[src/rtl/tick_scheduler_if.sv]
// Handshake bundle for tick_scheduler.
//   cfg_*  : configuration write channel (host -> scheduler), valid/ready.
//   evt_*  : event stream (scheduler -> consumer), valid/ready.
// The slave modport is the scheduler side; master is the host/consumer side.
interface tick_scheduler_if #(
    parameter int N_CH     = 4,
    parameter int PERIOD_W = 16
);
    localparam int CH_W = (N_CH > 1) ? $clog2(N_CH) : 1;

    logic                cfg_valid;
    logic                cfg_ready;
    logic [CH_W-1:0]     cfg_ch;
    logic                cfg_enable;
    logic                cfg_oneshot;
    logic [PERIOD_W-1:0] cfg_period;

    logic                evt_valid;
    logic [CH_W-1:0]     evt_ch;
    logic                evt_ready;

    modport master (
        output cfg_valid, cfg_ch, cfg_enable, cfg_oneshot, cfg_period, evt_ready,
        input  cfg_ready, evt_valid, evt_ch
    );

    modport slave (
        input  cfg_valid, cfg_ch, cfg_enable, cfg_oneshot, cfg_period, evt_ready,
        output cfg_ready, evt_valid, evt_ch
    );
endinterface

[src/rtl/tick_scheduler.sv]
// Multi-channel tick scheduler. Each channel counts base ticks (tick_in) and
// raises a pending event after its programmed period, either periodically or
// once. Pending events share one valid/ready stream under round-robin order.
// Ports:
//   clk, rst   : clock, synchronous active-high reset
//   tick_in    : one-cycle base tick from the prescaler
//   bus        : cfg write channel and event stream (slave modport)
//   armed      : per-channel armed state
//   overrun    : sticky, channel fired while its previous event was pending
module tick_scheduler #(
    parameter int N_CH     = 4,
    parameter int PERIOD_W = 16
) (
    input  logic              clk,
    input  logic              rst,
    input  logic              tick_in,
    tick_scheduler_if.slave   bus,
    output logic [N_CH-1:0]   armed,
    output logic [N_CH-1:0]   overrun
);
    localparam int CH_W = (N_CH > 1) ? $clog2(N_CH) : 1;

    typedef enum logic {
        IDLE  = 1'b0,
        ARMED = 1'b1
    } state_e;

    state_e              state_q  [N_CH];
    state_e              state_d  [N_CH];
    logic [PERIOD_W-1:0] cnt_q    [N_CH];
    logic [PERIOD_W-1:0] cnt_d    [N_CH];
    logic [PERIOD_W-1:0] period_q [N_CH];
    logic [PERIOD_W-1:0] period_d [N_CH];
    logic [N_CH-1:0]     mode_q, mode_d;
    logic [N_CH-1:0]     pending_q, pending_d;
    logic [N_CH-1:0]     overrun_q, overrun_d;
    logic                cfg_ready_q, cfg_ready_d;
    logic [CH_W-1:0]     last_grant_q, last_grant_d;
    logic                hold_q, hold_d;
    logic [CH_W-1:0]     hold_ch_q, hold_ch_d;

    logic [N_CH-1:0]     fire;
    logic [N_CH-1:0]     cfg_hit;
    logic                cfg_acc;
    logic                evt_hs;
    logic                evt_valid_w;
    logic [CH_W-1:0]     evt_ch_w;
    logic [CH_W-1:0]     rr_ch;
    logic                rr_found;
    logic [CH_W:0]       rr_cand;

    assign cfg_acc        = bus.cfg_valid && cfg_ready_q;
    assign evt_valid_w    = |pending_q;
    // Once presented and not yet accepted, the channel is frozen so a newly
    // pending higher-priority channel cannot change evt_ch mid-handshake.
    assign evt_ch_w       = hold_q ? hold_ch_q : rr_ch;
    assign evt_hs         = evt_valid_w && bus.evt_ready;
    assign bus.evt_valid  = evt_valid_w;
    assign bus.evt_ch     = evt_ch_w;
    assign bus.cfg_ready  = cfg_ready_q;
    assign overrun        = overrun_q;

    // Round-robin pick: first pending channel after last_grant, wrapping.
    // One extra bit keeps the sum exact for non-power-of-two N_CH.
    always_comb begin
        rr_ch    = '0;
        rr_found = 1'b0;
        rr_cand  = '0;
        for (int unsigned i = 0; i < N_CH; i++) begin
            rr_cand = {1'b0, last_grant_q} + (CH_W+1)'(i + 1);
            if (rr_cand >= (CH_W+1)'(N_CH)) begin
                rr_cand = rr_cand - (CH_W+1)'(N_CH);
            end
            if (!rr_found && pending_q[rr_cand[CH_W-1:0]]) begin
                rr_found = 1'b1;
                rr_ch    = rr_cand[CH_W-1:0];
            end
        end
    end

    // Per-channel next state; a cfg write to a channel masks that cycle's tick.
    always_comb begin
        fire    = '0;
        cfg_hit = '0;
        mode_d  = mode_q;
        armed   = '0;
        for (int unsigned ch = 0; ch < N_CH; ch++) begin
            state_d[ch]  = state_q[ch];
            cnt_d[ch]    = cnt_q[ch];
            period_d[ch] = period_q[ch];
            armed[ch]    = (state_q[ch] == ARMED);
            cfg_hit[ch]  = cfg_acc && (bus.cfg_ch == CH_W'(ch));
            if (cfg_hit[ch]) begin
                if (bus.cfg_enable && (bus.cfg_period != '0)) begin
                    state_d[ch]  = ARMED;
                    cnt_d[ch]    = bus.cfg_period;
                    period_d[ch] = bus.cfg_period;
                    mode_d[ch]   = bus.cfg_oneshot;
                end else begin
                    state_d[ch] = IDLE;
                    cnt_d[ch]   = '0;
                end
            end else if ((state_q[ch] == ARMED) && tick_in) begin
                if (cnt_q[ch] == PERIOD_W'(1)) begin
                    fire[ch] = 1'b1;
                    if (mode_q[ch]) begin
                        state_d[ch] = IDLE;
                        cnt_d[ch]   = '0;
                    end else begin
                        cnt_d[ch] = period_q[ch];
                    end
                end else begin
                    cnt_d[ch] = cnt_q[ch] - PERIOD_W'(1);
                end
            end
        end
    end

    // Pending/overrun: set beats clear; firing onto an ungranted pending
    // event merges it and flags overrun.
    always_comb begin
        pending_d    = pending_q;
        overrun_d    = overrun_q;
        cfg_ready_d  = 1'b1;
        last_grant_d = evt_hs ? evt_ch_w : last_grant_q;
        hold_d       = evt_valid_w && !bus.evt_ready;
        hold_ch_d    = evt_ch_w;
        for (int unsigned ch = 0; ch < N_CH; ch++) begin
            if (evt_hs && (evt_ch_w == CH_W'(ch))) begin
                pending_d[ch] = 1'b0;
            end
            if (cfg_hit[ch]) begin
                overrun_d[ch] = 1'b0;
            end else if (fire[ch] && pending_d[ch]) begin
                overrun_d[ch] = 1'b1;
            end
            if (fire[ch]) begin
                pending_d[ch] = 1'b1;
            end
        end
    end

    always_ff @(posedge clk) begin
        if (rst) begin
            for (int unsigned ch = 0; ch < N_CH; ch++) begin
                state_q[ch]  <= IDLE;
                cnt_q[ch]    <= '0;
                period_q[ch] <= '0;
            end
            mode_q       <= '0;
            pending_q    <= '0;
            overrun_q    <= '0;
            cfg_ready_q  <= 1'b0;
            last_grant_q <= CH_W'(N_CH - 1);
            hold_q       <= 1'b0;
            hold_ch_q    <= '0;
        end else begin
            for (int unsigned ch = 0; ch < N_CH; ch++) begin
                state_q[ch]  <= state_d[ch];
                cnt_q[ch]    <= cnt_d[ch];
                period_q[ch] <= period_d[ch];
            end
            mode_q       <= mode_d;
            pending_q    <= pending_d;
            overrun_q    <= overrun_d;
            cfg_ready_q  <= cfg_ready_d;
            last_grant_q <= last_grant_d;
            hold_q       <= hold_d;
            hold_ch_q    <= hold_ch_d;
        end
    end
endmodule
[src/flat_wrapper.sv]
// flat-port wrapper written by rule: the top's interface ports become plain ports
module tick_scheduler_flat 
#(
    parameter int N_CH     = 4,
    parameter int PERIOD_W = 16
)
  (clk, rst, tick_in, armed, overrun, bus_cfg_valid, bus_cfg_ch, bus_cfg_enable, bus_cfg_oneshot, bus_cfg_period, bus_evt_ready, bus_cfg_ready, bus_evt_valid, bus_evt_ch);
  tick_scheduler_if #(.N_CH(N_CH), .PERIOD_W(PERIOD_W)) bus_i ();
  input  logic clk;
  input  logic rst;
  input  logic tick_in;
  output logic [N_CH-1:0] armed;
  output logic [N_CH-1:0] overrun;
  input wire logic [$bits(bus_i.cfg_valid)-1:0] bus_cfg_valid;
  input wire logic [$bits(bus_i.cfg_ch)-1:0] bus_cfg_ch;
  input wire logic [$bits(bus_i.cfg_enable)-1:0] bus_cfg_enable;
  input wire logic [$bits(bus_i.cfg_oneshot)-1:0] bus_cfg_oneshot;
  input wire logic [$bits(bus_i.cfg_period)-1:0] bus_cfg_period;
  input wire logic [$bits(bus_i.evt_ready)-1:0] bus_evt_ready;
  output wire logic [$bits(bus_i.cfg_ready)-1:0] bus_cfg_ready;
  output wire logic [$bits(bus_i.evt_valid)-1:0] bus_evt_valid;
  output wire logic [$bits(bus_i.evt_ch)-1:0] bus_evt_ch;
  assign bus_i.cfg_valid = bus_cfg_valid;
  assign bus_i.cfg_ch = bus_cfg_ch;
  assign bus_i.cfg_enable = bus_cfg_enable;
  assign bus_i.cfg_oneshot = bus_cfg_oneshot;
  assign bus_i.cfg_period = bus_cfg_period;
  assign bus_i.evt_ready = bus_evt_ready;
  assign bus_cfg_ready = bus_i.cfg_ready;
  assign bus_evt_valid = bus_i.evt_valid;
  assign bus_evt_ch = bus_i.evt_ch;
  tick_scheduler #(.N_CH(N_CH), .PERIOD_W(PERIOD_W)) u_core (.clk(clk), .rst(rst), .tick_in(tick_in), .bus(bus_i), .armed(armed), .overrun(overrun));
endmodule
[config.mk]
export PLATFORM = sky130hd
export DESIGN_NAME = tick_scheduler_flat
export DESIGN_NICKNAME = d
export VERILOG_FILES = /design/src/rtl/tick_scheduler_if.sv /design/src/rtl/tick_scheduler.sv /design/src/flat_wrapper.sv
export SDC_FILE = /design/constraint.sdc
export NUM_CORES = 1
export LEC_CHECK = 0
export CAP_MARGIN = 20
export CORE_ASPECT_RATIO = 1.1
export CORE_MARGIN = 10
export CORE_UTILIZATION = 39
export CTS_BUF_LIST = sky130_fd_sc_hd__clkbuf_8
export CTS_CLUSTER_DIAMETER = 40
export DETAILED_ROUTE_END_ITERATION = 10
export DONT_BUFFER_PORTS = 1
export PLACE_DENSITY = 0.49
export RECOVER_POWER = 50
export REMOVE_ABC_BUFFERS = 1
export SYNTH_ARGS = -nofsm -noshare
export SYNTH_HDL_FRONTEND = slang
export SYNTH_SLANG_ARGS = --single-unit
[constraint.sdc]
create_clock -name clk -period 2.8 [get_ports clk]
set_input_delay 0.56 -clock clk [delete_from_list [all_inputs] [get_ports clk]]
set_output_delay 0.56 -clock clk [all_outputs]
set_load 0.05 [all_outputs]
==> qor.yml <==
yosys-top-cells-area: "sky130_fd_sc_hd__dfxtp_1 38%, sky130_fd_sc_hd__nand2_1 8.2%, sky130_fd_sc_hd__a21oi_1 6.7%"
post-synth-top-area-fraction_pct: 38.3
yosysTopAreaCell: "sky130_fd_sc_hd__dfxtp_1"
fin_worst_skew_ps: 11.3
clockRootBuffer: "sky130_fd_sc_hd__clkbuf_8"
avg_inst_size_synth_um2: 7.64
netlist_area_um2: 7840
vdd_ir_drop_max_mv: 0.301
detail_route.first_pass.iterations: 5
synth_edf_count: 0
die_width_um: 155
finalHoldViolCount: 0
cp_data_arrival_time_ps: 2890
cts_post_setup_buffers_inserted: 0
crit_required_ps: 3150
finish.net_count: 1043
global_route.usage.total_pct: 18.9
insertion_delay_ps: 460
crit_top_cell: "sky130_fd_sc_hd__clkbuf_1"
cts-htree-levels: 4
worst_hold_path_type: "input port to flop"
cp-end-kind: "flop"
clkSinkCount: 150
top_level_ports: 37
max_freq_mhz: 394
report.final.slew_viol_count: 0
num_vias: 7175
detail_route.vias_per_cell: 5.64
post_synth_inst_count: 1026
slew-limit-headroom_pct: 40.0
grt.overflow.total: 0
rows: 54
drt_wl_total_um: 24400
drive_gt1_share_pct: 7.15
timing.final.crit_share_pct: 90.7
drt_iter0_drc: 421
max_stage_delay_ps: 520
proportion_of_synthesized_chip_area_in_sequential_cells_pct: 38.3
crit_chain: "clkbuf_1, nor4bb_2, clkbuf_1, a21oi_1, a221o_1, o221a_1"
initial_utilization_pct: 39.6
placed_instance_area_um2: 8100
drc_errors: 0
start_kind: "flop"
synthTopCellsByCount: "172 x sky130_fd_sc_hd__nand2_1, 150 x sky130_fd_sc_hd__dfxtp_1, 128 x sky130_fd_sc_hd__nor2_1"
critical_path.max_fanout: 8
power.static_leakage_nw: 2.92
synth_seq_cells: 150
yosysUniqueCellTypes: 67
core_region_area_um2: 19800
cts_max_path_buffers: 2
clk_pin_slew_worst_paths_ps: 80
num_antenna_cells: 0
postCtsHoldBufs: 0
number_of_resized_instances_in_the_post_cts_repair_step: 0
critical_path_class: "flop to flop"
synth_top_flop_cell: "sky130_fd_sc_hd__dfxtp_1"
detailedPlacementHpwl_um: 16300
report.final.setup_viol: 0
grt_antenna_before_repair: 0
grt_pass1_vias: 7100
number_of_cts_inserted_buffers: 17
max_cap_violations: 0
die_area_um2: 26200
max_slew.worst_pin.slew_ps: 897
drt-wirelength-per-cell_um: 19.2
grt_start_max_net_pins: 144
io_buffer_count: 0
setup_repair_after_global_routing_missed_its_margin: "no"
status: "finished clean"
dieHeight_um: 169
powerDensity_nw_per_um2: 566
grt_first_pass_wirelength_um: 39700
finalCriticalPeriod_ps: 2540
postLayoutCellArea_um2: 8470
synthArstFlopShare_pct: 0
critical_path.slowest_cell: "sky130_fd_sc_hd__clkbuf_1"
timing.setup.tns_ps: 0
yosys.cell_count.top_type: "sky130_fd_sc_hd__nand2_1"
place_congestion: 0.798
synth.yosys.warnings: 0
area.growth.synth_to_final_pct: 8.04
drtAntennaViolNets: 0
cts_tree: "built"
-- report_power, final --
| group | total [mW] | switching [mW] | internal [mW] |
|---|---|---|---|
| clock | 1.72 | 0.853 | 0.871 |
| combinational | 0.799 | 0.441 | 0.358 |
| sequential | 2.27 | 0.0767 | 2.19 |
| total | 4.79 | 1.37 | 3.42 |
-- critical path: cells and delay by family (launching register included) --
| kind | cells | cell delay, ps |
|---|---|---|
| buffers and inverters | 2 | 960 |
| flip-flops | 1 | 380 |
| AO/OA/AOI/OAI | 3 | 720 |
| AND/OR/NAND/NOR | 1 | 370 |
-- layer usage --
metal | vias to the layer above | part of all wire [%] | GRT usage (%)
li1 | 3620 | - | -
met1 | 3385 | 47 | 25.2
met2 | 141 | 45 | 29.4
met3 | 29 | 5.9 | 4.13
met4 | 0 | 2.1 | 6.47
met5 | - | 0 | 0
-- placed cells by master, fill, tap and decap left out, types with 3 or more instances in the layout --
cell type and instances:
sky130_fd_sc_hd__a31oi_1 10, sky130_fd_sc_hd__nor3b_1 31, sky130_fd_sc_hd__a21oi_1 105, sky130_fd_sc_hd__nor4_1 5
sky130_fd_sc_hd__clkinv_2 3, sky130_fd_sc_hd__nand4_1 7, sky130_fd_sc_hd__nor2_1 128, sky130_fd_sc_hd__a22oi_1 3
sky130_fd_sc_hd__buf_4 26, sky130_fd_sc_hd__o21ai_1 8, sky130_fd_sc_hd__xnor2_1 21, sky130_fd_sc_hd__xor2_1 19
sky130_fd_sc_hd__ha_1 8, sky130_fd_sc_hd__o211ai_1 7, sky130_fd_sc_hd__nor2b_1 7, sky130_fd_sc_hd__nand2_1 174
sky130_fd_sc_hd__or4_1 7, sky130_fd_sc_hd__a311oi_1 51, sky130_fd_sc_hd__nand4b_1 6, sky130_fd_sc_hd__nor4_2 4
sky130_fd_sc_hd__and3_1 11, sky130_fd_sc_hd__o22ai_1 3, sky130_fd_sc_hd__nand3_1 19, sky130_fd_sc_hd__clkbuf_8 21
sky130_fd_sc_hd__o31ai_1 5, sky130_fd_sc_hd__o21ai_0 58, sky130_fd_sc_hd__nor3_1 18, sky130_fd_sc_hd__clkbuf_1 5
sky130_fd_sc_hd__nand2b_1 16, sky130_fd_sc_hd__a211oi_1 4, sky130_fd_sc_hd__inv_1 18, sky130_fd_sc_hd__or3_1 9
sky130_fd_sc_hd__a211o_1 3, sky130_fd_sc_hd__nand3b_1 5, sky130_fd_sc_hd__dfxtp_1 150
-- through the flow --
stage	util (%)	hold WS (ps)	setup slack, ps	cells	total power [mW]
finish	42.8	159	260	1273	4.79
global route	42.8	145	104	1273	5.03
CTS	42.9	137	290	1273	4.84
detailed placement	40.9	439	243	1243	3.12
global placement	40.9	435	289	1243	3.12
floorplan	-	425	259	959	2.93
-- state kept, by name, indices dropped and copies added (netlist names) --
signal,cells
u_core.cnt_q,64
u_core.hold_ch_q,2
u_core.hold_q,1
u_core.mode_q,4
u_core.state_q,4
u_core.last_grant_q,2
u_core.period_q,64
u_core.overrun,4
u_core.pending_q,4
u_core.bus.cfg_ready,1
-- cell families after synthesis --
logic type	Yosys count	share of synthesized area [%]
buffers and inverters	85	4.64
adders and majority gates	8	1.28
AOI/OAI and AO/OA	278	22.5
muxes	1	0.128
DFF	150	38.3
xor gates and xnor gates	40	4.47
and+or+nand+nor	464	28.7
-- layout make-up --
class	instances	area (um2)
flip-flops and latches	150	3000
fillers	2101	11300
repair buffers	32	219
clock inverters	9	103
well taps	252	315
inverters	18	67.6
clock buffers	21	289
multi-input cells	791	4470
-- path summary, 6_finish.rpt --
kind	end	cells past startpoint	slack, ps	startpoint
worst max-delay path	u_core.cnt_q[0][6]$_SDFFE_PP0P_	6	260	u_core.bus.cfg_ready$_DFF_P_
worst max register to register	u_core.cnt_q[0][6]$_SDFFE_PP0P_	6	260	u_core.bus.cfg_ready$_DFF_P_
worst min-delay path	u_core.hold_q$_SDFF_PP0_	1	160	bus_evt_ready
worst min register to register	u_core.period_q[3][9]$_SDFFE_PP0P_	2	450	u_core.period_q[3][9]$_SDFFE_PP0P_
Note: power is estimated with default switching activity, not from simulation.
